===== src/rtl/sad_pkg.sv =====
`default_nettype none
// ============================================================================
//  Module   : sad_pkg
//  Purpose  : Shared defaults, SAD width helper and output-slot state type
//             for the SAD block accumulator.
//  Revision : 1.0  initial release
// ============================================================================
package sad_pkg;

    localparam int SAD_DW      = 9;
    localparam int SAD_BLK_LEN = 8;

    // Width that holds len summed values of dw bits without overflow
    function automatic int sad_w(input int dw, input int len);
        return dw + $clog2(len);
    endfunction

    typedef enum logic [0:0] {
        SLOT_EMPTY = 1'b0,
        SLOT_FULL  = 1'b1
    } slot_state_t;

endpackage : sad_pkg
`default_nettype wire


===== src/rtl/sad_out_slot.sv =====
`default_nettype none
// ============================================================================
//  Module   : sad_out_slot
//  Purpose  : One-entry valid/ready holding register for a {sad,max} result.
//             A load while full is legal only when the consumer takes the
//             current entry in the same cycle (can_load reports this).
//  Revision : 1.0  initial release
// ============================================================================
module sad_out_slot
    import sad_pkg::*;
#(
    parameter int DW = SAD_DW,
    parameter int SW = sad_w(SAD_DW, SAD_BLK_LEN)
) (
    input  logic          clk,
    input  logic          rst,
    input  logic          i_load,
    input  logic [SW-1:0] i_sad,
    input  logic [DW-1:0] i_max,
    input  logic          i_ready,
    output logic          o_valid,
    output logic [SW-1:0] o_sad,
    output logic [DW-1:0] o_max,
    output logic          o_can_load
);

    slot_state_t r_state;
    slot_state_t w_state_nxt;
    logic [SW-1:0] r_sad;
    logic [DW-1:0] r_max;

    // State register
    always_ff @(posedge clk or posedge rst) begin
        if (rst) begin
            r_state <= SLOT_EMPTY;
        end else begin
            r_state <= w_state_nxt;
        end
    end

    // Next-state: a load always leaves the slot full, a drain without load empties it
    always_comb begin
        w_state_nxt = r_state;
        case (r_state)
            SLOT_EMPTY: begin
                if (i_load) begin
                    w_state_nxt = SLOT_FULL;
                end
            end
            SLOT_FULL: begin
                if (i_load) begin
                    w_state_nxt = SLOT_FULL;
                end else if (i_ready) begin
                    w_state_nxt = SLOT_EMPTY;
                end
            end
            default: w_state_nxt = SLOT_EMPTY;
        endcase
    end

    // Outputs: valid while full; room exists when empty or draining this cycle
    always_comb begin
        o_valid    = (r_state == SLOT_FULL);
        o_can_load = (r_state == SLOT_EMPTY) || i_ready;
    end

    // Result payload, held stable until replaced by the next load
    always_ff @(posedge clk or posedge rst) begin
        if (rst) begin
            r_sad <= '0;
            r_max <= '0;
        end else if (i_load) begin
            r_sad <= i_sad;
            r_max <= i_max;
        end
    end

    assign o_sad = r_sad;
    assign o_max = r_max;

endmodule : sad_out_slot
`default_nettype wire


===== src/rtl/sad_block_accum.sv =====
`default_nettype none
// ============================================================================
//  Module   : sad_block_accum
//  Purpose  : Sums BLK_LEN consecutive absolute differences into a SAD and
//             tracks the block maximum; results leave through a one-entry
//             valid/ready slot. Only the block-completing beat can stall.
//  Revision : 1.0  initial release
// ============================================================================
module sad_block_accum
    import sad_pkg::*;
#(
    parameter  int DW      = SAD_DW,
    parameter  int BLK_LEN = SAD_BLK_LEN,
    localparam int SW      = sad_w(DW, BLK_LEN)
) (
    input  logic          clk,
    input  logic          rst,
    input  logic          in_valid,
    output logic          in_ready,
    input  logic [DW-1:0] in_diff,
    input  logic          in_clear,
    output logic          out_valid,
    input  logic          out_ready,
    output logic [SW-1:0] out_sad,
    output logic [DW-1:0] out_max
);

    localparam int            CW     = $clog2(BLK_LEN);
    localparam logic [CW-1:0] C_LAST = CW'(BLK_LEN - 1);

    logic [CW-1:0] r_cnt;
    logic [SW-1:0] r_acc;
    logic [DW-1:0] r_max;

    logic          w_last;
    logic          w_can_load;
    logic          w_accept;
    logic          w_final;
    logic [SW-1:0] w_sum;
    logic [DW-1:0] w_new_max;

    // Beat qualification; only the last beat of a block depends on slot room
    always_comb begin
        w_last    = (r_cnt == C_LAST);
        in_ready  = w_can_load || !w_last;
        w_accept  = in_valid && in_ready && !in_clear;
        w_final   = w_accept && w_last;
        w_sum     = r_acc + SW'(in_diff);
        w_new_max = (in_diff > r_max) ? in_diff : r_max;
    end

    // Block accumulator, max tracker and beat counter; clear beats a coincident beat
    always_ff @(posedge clk or posedge rst) begin
        if (rst) begin
            r_cnt <= '0;
            r_acc <= '0;
            r_max <= '0;
        end else if (in_clear) begin
            r_cnt <= '0;
            r_acc <= '0;
            r_max <= '0;
        end else if (w_accept) begin
            if (w_last) begin
                r_cnt <= '0;
                r_acc <= '0;
                r_max <= '0;
            end else begin
                r_cnt <= r_cnt + CW'(1);
                r_acc <= w_sum;
                r_max <= w_new_max;
            end
        end
    end

    sad_out_slot #(
        .DW (DW),
        .SW (SW)
    ) u_slot (
        .clk        (clk),
        .rst        (rst),
        .i_load     (w_final),
        .i_sad      (w_sum),
        .i_max      (w_new_max),
        .i_ready    (out_ready),
        .o_valid    (out_valid),
        .o_sad      (out_sad),
        .o_max      (out_max),
        .o_can_load (w_can_load)
    );

endmodule : sad_block_accum
`default_nettype wire


===== config.mk =====
export PLATFORM = sky130hd
export DESIGN_NAME = sad_block_accum
export DESIGN_NICKNAME = d
export VERILOG_FILES = /design/src/rtl/sad_pkg.sv /design/src/rtl/sad_out_slot.sv /design/src/rtl/sad_block_accum.sv
export SDC_FILE = /design/constraint.sdc
export NUM_CORES = 1
export LEC_CHECK = 0
export CAP_MARGIN = 20
export CORE_ASPECT_RATIO = 1.2
export CORE_UTILIZATION = 55
export DETAILED_ROUTE_END_ITERATION = 8
export PLACE_DENSITY = 0.8
export SYNTH_ARGS = -nofsm -noshare
export SYNTH_HDL_FRONTEND = slang
export SYNTH_SLANG_ARGS = --single-unit

===== constraint.sdc =====
create_clock -name clk -period 2.9 [get_ports clk]
set_clock_uncertainty 0.2 [all_clocks]
set_input_delay 0.58 -clock clk [delete_from_list [all_inputs] [get_ports clk]]
set_output_delay 0.58 -clock clk [all_outputs]
set_load 0.03 [all_outputs]

* Word level (Yosys, flattened, before mapping) *
Index checks and enable logic that the tools add are counted.

operators by class
  add/subtract/negate cells = 2
  order comparisons = 1
  eq/ne operators = 1
  muxes and demuxes = 14
  bitwise logic cells = 1
  reductions and logical operators = 8

operators with widths
  operator                                                        number
  12-bit two-way mux                                              3
  9-bit two-way mux                                               4
  12-bit by 9-bit adder with 12-bit output                        1
  9-bit greater-than comparator                                   1
  3-bit two-way mux                                               3
  3-bit by 1-bit adder with 3-bit output (second input constant)  1
  3-bit == test (second input constant)                           1
  1-bit logical AND                                               3
  1-bit two-way mux                                               3
  1-bit zero test                                                 2
  1-bit logical OR                                                2
  1-bit one-hot mux with 2 select lines                           1
  2-bit nonzero test                                              1
  1-bit NOT                                                       1

word-level totals
  bits in registers = 46
  input port bits = 14
  output and inout bits = 23
  logic and storage cells = 33

* Longest topological paths before layout *
  depth after elaboration = 8
  mapped depth = 9
  gate-level depth less buffers = 8

* Modules after synthesis *
A second synthesis with hierarchy kept.

second synthesis, totals
  cells, all modules = 236
  area, all modules = 2710.1 µm²

by module, submodules not included
  module           instances  cells each  area an instance (µm²)
  sad_block_accum  1          188         1884.3
  sad_out_slot     1          48          825.8

* Worst setup path before layout *
OpenSTA, ideal clock, no wires.

  kind = input port to flip-flop
  start point = input in_diff[0]
  end point = register u_slot.r_sad[10], in the netlist u_slot.o_sad[10]
  setup time = 0.069 ns
  data arrival time = 2.057 ns
  required time = 2.631 ns
  slack = 0.574 ns
  cell stages on the path = 8
  buffers on the path = 0
  cells stage by stage = ha_1 > inv_1 > fa_1 > nor2b_1 > o31a_1 > o2111ai_1 > a211o_1 > nand3_1

on the way
  word-level cells in the longest chain between the ends = 1

ends and longest elaborated chain
  item                                      RTL line               RTL
  start, declared                           sad_block_accum.sv:20  input logic [DW-1:0] in_diff,
  12-bit by 9-bit adder with 12-bit output  sad_block_accum.sv:48  w_sum = r_acc + SW'(in_diff);
  end signal, assigned                      sad_out_slot.sv:73     r_sad <= i_sad;
  end, declared                             sad_out_slot.sv:29     logic [SW-1:0] r_sad;

Every way passes these cells.
A chain may end at the register's enable or synchronous reset.

* Worst setup path in the final report *
  start point = register r_cnt[0]
  end point = output in_ready

on the way
  word-level cells in the longest chain between the ends = 3

ends and longest elaborated chain
  item                    RTL line               RTL
  start, declared         sad_block_accum.sv:31  logic [CW-1:0] r_cnt;
  start signal, assigned  sad_block_accum.sv:68  r_cnt <= r_cnt + CW'(1);
  3-bit == test           sad_block_accum.sv:44  w_last = (r_cnt == C_LAST);
  1-bit zero test         sad_block_accum.sv:45  in_ready = w_can_load || !w_last;
  1-bit logical OR        sad_block_accum.sv:45
  end, declared           sad_block_accum.sv:19  output logic in_ready,

Every way passes these cells.

==> flow_summary.yaml <==
outcome:
  status: "completed"
grt:
  antenna_found_initial: 0
  track_usage_pct: 26.35
  grt_pass1_vias: 2363
  grt_max_degree: 25
  grt_first_pass_wirelength_um: 10510
  grt.overflow.total: 0
drt:
  wl_met1_um: 2660
  vias: 2341
  drc_errors: 0
  routed.top_layer: "met4"
  wl_per_cell_um: 15.96
  firstDrtPassIters: 4
  vias_per_cell: 6.003
  ant_nets: 0
  drtIter0Drc: 146
  met2_length_um: 3182
  wl_met3_um: 268
  wl_um: 6224
synth:
  synth_edf_count: 0
  ys.flop_type: "dfrtp_1"
  ys_ff_latch: 46
  synthMuxAreaShare_pct: 1.664
  synth_compound_area_share_pct: 21.36
  yosys_warnings: 0
  synth-simple-area-share_pct: 17.89
  synthAdderAreaFrac_pct: 9.986
  yosysUniqueCellTypes: 50
  synth_area_mm2: 0.002706
  syn-num-nets: 321
  synth_cells: 286
  seq_area_frac_synth_pct: 42.53
  ys_async_sr_fraction_pct: 100.0
  syn_avg_cell_area_um2: 9.463
  synth_top_family_by_area: "compound AO/OA/AOI/OAI gates"
  synthXorXnorAreaFrac_pct: 1.618
placement:
  dp_slack_ps: -62.68
  gp_congestion: 0.8959
  port_buffers: 36
  dp_cells: 382
  dp_hpwl_um: 4550
  postPlaceCellArea_mm2: 0.003198
timing:
  finalMaxSlewViolations: 0
  timing.final.crit_share_pct: 95.92
  rsz0062_at_grt: "no"
  hold_violations: 0
  setup_viol: 0
  fin_crit_ps: 2782
  final.setup.worst_slack_ps: 118.4
  timing.fmax_mhz: 359.5
  maxSlewHeadroom_pct: 59.57
  timing.hold.ws_ps: 288.4
  worstMarginPinSlew_ps: 606.4
  setup_tns_ps: 0
die:
  core_area_mm2: 0.004662
  io_pins: 37
  die_h_um: 78.84
  row_count: 27
  die_area_mm2: 0.005206
  initial_core_util_pct: 58.05
  die_w_um: 66.04
clocking:
  numCtsBuffers: 5
  cts_num_sinks: 46
  htree_levels: 2
  clockBufferDepth: 2
  cts.repair.resized: 0
  clkLatencyLatePin_ps: 310
  clk_pin_slew_worst_paths_ps: 90
  hold_buffers: 0
  cts_tree: "built"
  post_cts_buffers: 0
  clock-root-buffer: "clkbuf_8"
min_path:
  hold_path.class: "reg -> reg"
  hold_start: "u_slot.o_sad[0]"
  worst_hold_path.num_cells: 2
  min_to: "u_slot.o_sad[0]"
final_layout:
  final_cells: 390
  fin_nets: 366
  final_util_pct: 71.04
  drive_above_1_share_pct: 10.54
  syn2layout_area_growth_pct: 22.38
  antennaDiodeCount: 0
  final_area_mm2: 0.003312
critical_path:
  critPathMaxFanout: 5
  critical_path_class: "reg -> out"
  worstSetupStartpointType: "flip-flop"
  cp.required_ps: 2120
  r2r-start: "r_max[6]"
  crit-reg2reg-capture: "r_max[4]"
  r2r_cells: 7
  r2r_setup_slack_ps: 610
  cp_data_arrival_time_ps: 2000
  crit_path_end_kind: "output port"
power:
  leakage_nw: 1.473
  vdd_drop_max_mv: 0.3425
  power_per_cell_area_mw_per_mm2: 469.4
  power.total_mw: 1.555
run:
  cap_violations: 0
[cells by family after synthesis]
family,count (synthesis)
AO/OA/AOI/OAI,78
XOR/XNOR,5
adder cells (fa/ha/maj),21
buffers and inverters,30
flip-flops,46
multiplexers,4
AND/OR/NAND/NOR,102
[layout make-up]
type	instances	area (um^2)
multi-input cells	210	1421
fillers	361	1350
well taps	58	72.57
repair buffers	52	493.0
flip-flops and latches	46	1151
inverters	16	60.06
clock inverters	3	45.04
clock buffers	5	68.82
[worst max path at each step]
stage	end	cells past startpoint	start	slack, ps
2_1_floorplan	u_slot.o_sad[10]	8	in_diff[0]	570
3_3_place_gp	u_slot.o_sad[10]	9	in_diff[0]	5
3_5_place_dp	u_slot.o_sad[10]	8	in_diff[1]	-60
4_1_cts	in_ready	4	r_cnt[0]	120
5_1_grt	in_ready	4	r_cnt[0]	40
6_report	in_ready	4	r_cnt[0]	120
[cells in the mapped netlist (2+ instances only)]
library cell  instances  area, um^2
nand4_1               9       56.30
a211o_1               2       17.52
o31ai_1               4       30.03
buf_1                 2       7.510
nor2b_1               2       12.51
buf_6                 2       22.52
xnor2_1               5       43.79
nand3_1              17       85.08
mux2_1                2       22.52
nand3b_1              2       15.01
a21oi_1              10       50.05
inv_1                16       60.06
or3_1                 2       12.51
nand2b_1              2       12.51
dfrtp_1              46        1151
a211oi_2              2       25.02
o311ai_1              6       52.55
nand2_1              42       157.7
and3_1                2       12.51
mux2_2                2       22.52
a22o_1                7       61.31
ha_1                 20       250.2
o21ai_1              18       90.09
and2_1                3       18.77
o21ai_0               4       20.02
o221ai_1              2       17.52
o21a_1                2       15.01
nor2_1               15       56.30
buf_2                 2       10.01
a31oi_1              10       62.56
clkbuf_1              7       26.28
[power breakdown]
part	switching [mW]	internal, mW	leakage [nW]
clock	0.237	0.257	0.0504
combinational	0.212	0.156	0.792
sequential	0.0223	0.671	0.631
total	0.471	1.08	1.47
[sequential cells by signal, summed over array words and instances (netlist names)]
signal	flops
r_acc	12
u_slot.o_sad	12
u_slot.o_max	9
r_max	9
u_slot.o_valid	1
r_cnt	3
[worst max-delay path: stages, from the launching register on]
cell and delay [ps]:
dfrtp_1 410, ha_1 210, ha_1 220, nand3b_1 160, clkdlybuf4s50_1 690
[per-layer routing]
| layer | vias to the layer above | GRT usage (%) |
|---|---|---|
| met5 | - | 0 |
| met4 | 0 | 10.00 |
| met3 | 11 | 4.598 |
| met2 | 64 | 45.92 |
| met1 | 1139 | 31.93 |
| li1 | 1127 | - |
[layout by cell type (no fill, tap or decap), drive strengths merged, types with 5 or more instances in the layout]
master	Yosys	final
clkdlybuf4s50	0	36
clkbuf	7	5
dfrtp	46	46
o311ai	6	6
nand2	42	42
nand3	17	17
a31oi	10	10
xnor2	5	5
inv	16	16
a22o	7	7
buf	7	16
ha	20	20
nor2	16	16
o21ai	22	22
nand4	9	9
a21oi	11	11
Note: power is estimated with default switching activity, not from simulation.
